File: src/rtl/eth_parser_pkg.sv
// ---------------------------------------------------------------------------
// eth_parser_pkg
//   Shared types for the Ethernet parsing / egress path.
//   - eth_metadata_t : parsed header fields that travel beside a packet.
//   - arb_state_t    : state encoding of the egress round-robin arbiter.
//   - ARB_MAX_PORTS  : largest requester count the arbiter is built for.
// ---------------------------------------------------------------------------
package eth_parser_pkg;

    typedef struct packed {
        logic [47:0] dst_mac;
        logic [47:0] src_mac;
        logic [15:0] ethertype;
        logic        vlan_present;
        logic [11:0] vlan_id;
    } eth_metadata_t;

    typedef enum logic {
        ARB_IDLE = 1'b0,
        ARB_BUSY = 1'b1
    } arb_state_t;

    localparam int ARB_MAX_PORTS = 16;

endpackage

File: src/rtl/axis_egress_arbiter_rr_pick.sv
// ---------------------------------------------------------------------------
// rr_pick
//   Combinational round-robin priority encoder. Searches the request vector
//   upward from (last_grant + 1) mod NUM_PORTS, wrapping, and reports the
//   first requester found.
//   Ports:
//     req        in   NUM_PORTS  request vector
//     last_grant in   GW         most recently served port
//     grant      out  GW         next port to serve (valid when any_req)
//     any_req    out  1          at least one request is present
// ---------------------------------------------------------------------------
module rr_pick #(
    parameter int NUM_PORTS = 4,
    parameter int GW        = $clog2(NUM_PORTS)
) (
    input  logic [NUM_PORTS-1:0] req,
    input  logic [GW-1:0]        last_grant,
    output logic [GW-1:0]        grant,
    output logic                 any_req
);

    // One extra bit so last_grant + offset never overflows before the wrap.
    localparam int SW = GW + 1;

    logic [SW-1:0] cand;

    // Offsets are walked from farthest to nearest so the nearest requester,
    // which is assigned last, wins.
    always_comb begin
        grant   = '0;
        any_req = |req;
        cand    = '0;
        for (int off = NUM_PORTS; off >= 1; off--) begin
            cand = {1'b0, last_grant} + SW'(off);
            if (cand >= SW'(NUM_PORTS)) begin
                cand = cand - SW'(NUM_PORTS);
            end
            if (req[cand[GW-1:0]]) begin
                grant = cand[GW-1:0];
            end
        end
    end

endmodule

File: src/rtl/axis_egress_arbiter.sv
// ---------------------------------------------------------------------------
// axis_egress_arbiter
//   Packet-granular round-robin arbiter sharing one AXI4-Stream egress path
//   between NUM_PORTS requesters. A grant is held until the granted source's
//   tlast beat is accepted; the granted port's metadata is latched on the
//   grant edge and announced with a one-cycle m_metadata_valid pulse.
//
//   Optional build macro: ARB_PKT_CNT_EN adds pkt_cnt, a free-running 32-bit
//   accepted-packet counter per port.
//
//   Ports:
//     clk, rst (async, active high)
//     s_axis_tdata/tvalid/tready/tlast  per-port ingress streams
//     s_metadata                        per-port parsed metadata
//     m_axis_tdata/tvalid/tready/tlast  egress stream
//     m_metadata, m_metadata_valid      latched metadata + grant pulse
//     grant_idx                         current or last granted port
//     busy                              packet in flight
//     pkt_cnt (ARB_PKT_CNT_EN only)     per-port packet counters
// ---------------------------------------------------------------------------
module axis_egress_arbiter
    import eth_parser_pkg::*;
#(
    parameter int DATA_WIDTH = 64,
    parameter int NUM_PORTS  = 4,
    localparam int GW        = $clog2(NUM_PORTS)
) (
    input  logic                             clk,
    input  logic                             rst,
    input  logic [NUM_PORTS*DATA_WIDTH-1:0]  s_axis_tdata,
    input  logic [NUM_PORTS-1:0]             s_axis_tvalid,
    output logic [NUM_PORTS-1:0]             s_axis_tready,
    input  logic [NUM_PORTS-1:0]             s_axis_tlast,
    input  eth_metadata_t [NUM_PORTS-1:0]    s_metadata,
    output logic [DATA_WIDTH-1:0]            m_axis_tdata,
    output logic                             m_axis_tvalid,
    input  logic                             m_axis_tready,
    output logic                             m_axis_tlast,
    output eth_metadata_t                    m_metadata,
    output logic                             m_metadata_valid,
    output logic [GW-1:0]                    grant_idx,
    output logic                             busy
`ifdef ARB_PKT_CNT_EN
    ,
    output logic [NUM_PORTS-1:0][31:0]       pkt_cnt
`endif
);

    arb_state_t          state_q, state_d;
    logic [GW-1:0]       grant_q, grant_d;
    logic [GW-1:0]       last_q, last_d;
    eth_metadata_t       meta_q, meta_d;
    logic                meta_vld_q, meta_vld_d;

    logic [GW-1:0]       pick;
    logic                any_req;
    logic                tlast_accept;
    logic [DATA_WIDTH-1:0] port_data [NUM_PORTS];

    genvar gi;
    generate
        for (gi = 0; gi < NUM_PORTS; gi++) begin : g_unpack
            assign port_data[gi] = s_axis_tdata[gi*DATA_WIDTH +: DATA_WIDTH];
        end
    endgenerate

    rr_pick #(
        .NUM_PORTS (NUM_PORTS),
        .GW        (GW)
    ) u_rr_pick (
        .req        (s_axis_tvalid),
        .last_grant (last_q),
        .grant      (pick),
        .any_req    (any_req)
    );

    // Egress mux: only the granted port is connected, and only while BUSY.
    always_comb begin
        m_axis_tdata  = port_data[grant_q];
        m_axis_tvalid = 1'b0;
        m_axis_tlast  = 1'b0;
        s_axis_tready = '0;
        if (state_q == ARB_BUSY) begin
            m_axis_tvalid          = s_axis_tvalid[grant_q];
            m_axis_tlast           = s_axis_tlast[grant_q];
            s_axis_tready[grant_q] = m_axis_tready;
        end
    end

    assign tlast_accept = m_axis_tvalid & m_axis_tready & m_axis_tlast;

    always_comb begin
        state_d    = state_q;
        grant_d    = grant_q;
        last_d     = last_q;
        meta_d     = meta_q;
        meta_vld_d = 1'b0;
        if (state_q == ARB_IDLE) begin
            if (any_req) begin
                state_d    = ARB_BUSY;
                grant_d    = pick;
                meta_d     = s_metadata[pick];
                meta_vld_d = 1'b1;
            end
        end else begin
            // Hold the grant until the packet ends; no preemption even if
            // the granted source stalls.
            if (tlast_accept) begin
                state_d = ARB_IDLE;
                last_d  = grant_q;
            end
        end
    end

    always_ff @(posedge clk or posedge rst) begin
        if (rst) begin
            state_q    <= ARB_IDLE;
            grant_q    <= '0;
            last_q     <= GW'(NUM_PORTS - 1);
            meta_q     <= '0;
            meta_vld_q <= 1'b0;
        end else begin
            state_q    <= state_d;
            grant_q    <= grant_d;
            last_q     <= last_d;
            meta_q     <= meta_d;
            meta_vld_q <= meta_vld_d;
        end
    end

    assign m_metadata       = meta_q;
    assign m_metadata_valid = meta_vld_q;
    assign grant_idx        = grant_q;
    assign busy             = (state_q == ARB_BUSY);

`ifdef ARB_PKT_CNT_EN
    logic [NUM_PORTS-1:0][31:0] cnt_q, cnt_d;

    generate
        for (gi = 0; gi < NUM_PORTS; gi++) begin : g_cnt
            assign cnt_d[gi] = cnt_q[gi] +
                ((tlast_accept && (grant_q == GW'(gi))) ? 32'd1 : 32'd0);
        end
    endgenerate

    always_ff @(posedge clk or posedge rst) begin
        if (rst) begin
            cnt_q <= '0;
        end else begin
            cnt_q <= cnt_d;
        end
    end

    assign pkt_cnt = cnt_q;
`endif

endmodule

File: config.mk
export PLATFORM = sky130hd
export DESIGN_NAME = axis_egress_arbiter
export DESIGN_NICKNAME = d
export VERILOG_FILES = /design/src/rtl/eth_parser_pkg.sv /design/src/rtl/axis_egress_arbiter_rr_pick.sv /design/src/rtl/axis_egress_arbiter.sv
export SDC_FILE = /design/constraint.sdc
export NUM_CORES = 1
export LEC_CHECK = 0
export ABC_AREA = 1
export BUFFER_PORTS_ARGS = -buffer_cell sky130_fd_sc_hd__buf_2
export CORE_AREA = 2 2 378 380
export DETAILED_ROUTE_END_ITERATION = 8
export DIE_AREA = 0 0 380 382
export GPL_TIMING_DRIVEN = 0
export PLACE_DENSITY = 0.31
export RECOVER_POWER = 25
export SLEW_MARGIN = 20
export SYNTH_ARGS = -nofsm -noshare
export SYNTH_HDL_FRONTEND = slang
export SYNTH_SLANG_ARGS = --single-unit
File: constraint.sdc
create_clock -name clk -period 10.22 [get_ports clk]
set_input_delay 3.066 -clock clk [delete_from_list [all_inputs] [get_ports clk]]
set_output_delay 3.066 -clock clk [all_outputs]
set_load 0.01 [all_outputs]
==> metrics.txt <==
status=complete, but fails checks; failing checks=max-capacitance violations, max-slew violations; Pwr Density=roughly 330 mW/mm^2; Vias=roughly 19000; WL per Instance=between 20 and 25 um; slowest stage delay, CP=approximately 0.30 ns; DP Area=around 0.02 mm^2; post_cts resized=0; root buf cell=clkbuf_16; clock slew at reported path FFs=0.07 ns; Period minus WS final=roughly 7.1 ns; Seq/Total Area, Yosys=roughly 26%; CP Capture Type=output port; Cell Chain, Critical Path=buf_2, nand2_1, nor3_1, buf_2; total track usage=15.3%; final instance area=just over 0.02 mm^2; router iterations before antenna repair=5; clk sinks=between 100 and 150; Fill cells=16900; post-detail-place hpwl=about 99000 um; Tcrit/Tclk final=between 60% and 70%; Rows=138; Yosys top cell area share=25.3%; Rel. slew slack=-161%; worst-margin pin slew=3.90 ns; Sw Share=roughly 62%; syn avg cell area=~5.6 um^2; critical path peak fanout=5; Clk pwr share=9.8%; cell taking the most area after synthesis=dfrtp_1; max frequency=approximately 140 MHz; worst hold-check path type=flip-flop to flip-flop; Final Hold Violating Endpoints=0; vias in the first global route=19200; fraction of layout instances using a drive strength above 1=roughly a third; RSZ-0062 raised after global routing=no; drc violations=0; Post-synth EDFFs=0; largest net degree at the start of global routing=72; startpoint types=primary input; Int Pwr=roughly 2.6 mW; WP data arrival=4.00 ns; clk_lat worst skew=around 0.53 ns; die footprint=0.145 mm^2; peak supply drop=about 0.13 mV; synthesized netlist cell count=about 2300; max-slew violations=between 70 and 80; ys flop type=dfrtp_1; Starting Density=9.05%; Setup Skew=approximately 0.018 ns; MaxCap Viol Count=1; net load switching power=roughly 4.2 mW; Synth Warn #=0; DR iter-0 viols=approximately 1100; post-CTS setup buffer count=0; Routability Congestion=0.962; Crit Path Class=primary input to output port; critical path's slowest cell=nand2_1; post-synthesis register bit count=about 130; clk buf depth=2; Distinct cells, synth=29; Syn Nets=a little over 3000; top cells by area, synth=dfrtp_1 25%, nand2_1 23%, nand3_1 23%; TNS Setup=0 ns; Comb pwr share=76.8%; # hold bufs at CTS=0; DRT Wirelength=roughly 110000 um; global-route wire length before repair=approximately 150000 um; synthesized area=0.0128 mm^2; Leak Pwr=12.4 nW; FFs w/ async S/R, synth=100%; ANT nets after route=0; Max H-tree Level=4; WP data required=~7.2 ns; die span in x=approximately 380 um; CTS tree=yes; Nets=just over 4000; gr ovfl total=0; Core ar.=~0.14 mm^2; DR vias/cell=approximately 3.6; Layout area overhead=61.5%; # IOs=roughly 970; port bufs=between 900 and 1000; Die H=around 380 um; Final Setup Violations=0; cell mode on critical path=buf_2; Num CTS Buffers=17; antenna violations before repair=41; sequential share of power=between 10% and 20%
-- layout make-up --
cell class / count / area [um^2] / share of cell area, %
inverter: 471 / 1770 / 8.60
clock inverter: 15 / 155 / 0.753
timing repair buffer: 966 / 4860 / 23.6
tap: 1890 / 2360 / 11.5
buffer: 167 / 853 / 4.14
multi-input combinational: 1517 / 6860 / 33.3
clock buffer: 17 / 425 / 2.06
antenna: 16 / 40.0 / 0.194
sequential: 131 / 3280 / 15.9
-- per-layer routing --
layer	share of wire, %	vias up	global-route usage (%)
met3	5.9	146	3.40
met1	40	8756	17.7
met2	50	716	27.4
met5	0.18	-	0
li1	-	9061	-
met4	3.1	34	5.39
-- registers in the layout (all words and copies together), names as in the netlist --
name / count
busy: 1
grant_idx: 2
last_q: 2
m_metadata: 125
m_metadata_valid: 1
-- critical path, delay by kind of cell --
| family | cells | cell delay (ns) |
|---|---|---|
| AND/OR/NAND/NOR | 2 | 0.56 |
| buffers and inverters | 2 | 0.35 |
-- synthesized netlist by cell type (3+ instances only) --
cell type,instances
buf_6,15
nand2_1,795
dfrtp_1,129
inv_1,469
clkbuf_1,57
nor2_1,7
or2_1,10
buf_1,22
or2_2,10
o211ai_1,22
a22oi_1,65
nand3_1,590
buf_4,4
o21ai_0,3
buf_2,67
-- through the flow --
stage               setup slack, ns  total power, mW  std cells  hold slack, ns  util [%]
global route                   2.83             7.53       5181           0.506      14.6
CTS                            2.85             7.08       5174           0.482      14.6
floorplan                      3.60             3.71       2286           0.490         -
detailed placement             3.10             6.36       5142           0.462      14.2
global placement              0.562             6.39       5141           0.461      14.2
finish                         3.16             6.87       5190           0.476      14.6
-- path summary, 6_finish.rpt --
check                               start          endpoint  slack (ns)  depth (start not counted)
setup / recovery            m_axis_tready  s_axis_tready[2]        3.16                          4
hold / removal             m_metadata[25]    m_metadata[25]        0.48                          2
setup reg to reg                last_q[0]    m_metadata[47]        6.79                         14
hold reg to reg            m_metadata[25]    m_metadata[25]        0.48                          2
max in group asynchronous             rst    m_metadata[35]        4.72                          2
min in group asynchronous             rst    m_metadata[71]        3.65                          2
-- power by group through the flow --
stage	Sequential (mW)	Clock (mW)	Combinational [mW]
2_1_floorplan	1.03	0	2.68
3_3_place_gp	0.927	0	5.46
3_5_place_dp	0.930	0	5.43
4_1_cts	0.924	0.716	5.44
5_1_grt	0.957	0.725	5.85
6_report	0.922	0.674	5.28
-- cells in the final DEF (no fill, tap or decap), types with 2 or more instances in the layout --
master | Yosys | layout
inv_8 | 0 | 5
o211ai_1 | 22 | 22
or2_1 | 10 | 10
nand3_2 | 2 | 2
dfstp_2 | 2 | 2
inv_1 | 469 | 468
nor3_1 | 2 | 2
clkinv_8 | 0 | 2
clkbuf_2 | 1 | 2
a31oi_1 | 2 | 2
clkbuf_16 | 0 | 17
clkbuf_1 | 57 | 56
nor2_1 | 7 | 7
nand2_2 | 2 | 2
diode_2 | 0 | 16
a21oi_1 | 2 | 2
nand2_1 | 795 | 795
buf_1 | 22 | 21
a22oi_1 | 65 | 65
inv_6 | 0 | 6
buf_2 | 67 | 1033
buf_6 | 15 | 15
o21ai_0 | 3 | 3
o21ai_1 | 2 | 2
buf_4 | 4 | 4
nand3_1 | 590 | 590
or2_2 | 10 | 10
dfrtp_1 | 129 | 129
-- kinds of logic after synthesis --
kind of cell	count (synthesis)	share of synthesized area, %
flops	131	25.7
simple gates	1418	48.1
buf+inv	638	20.5
compound gates	99	5.68
Power figures use the tool's default switching activity.
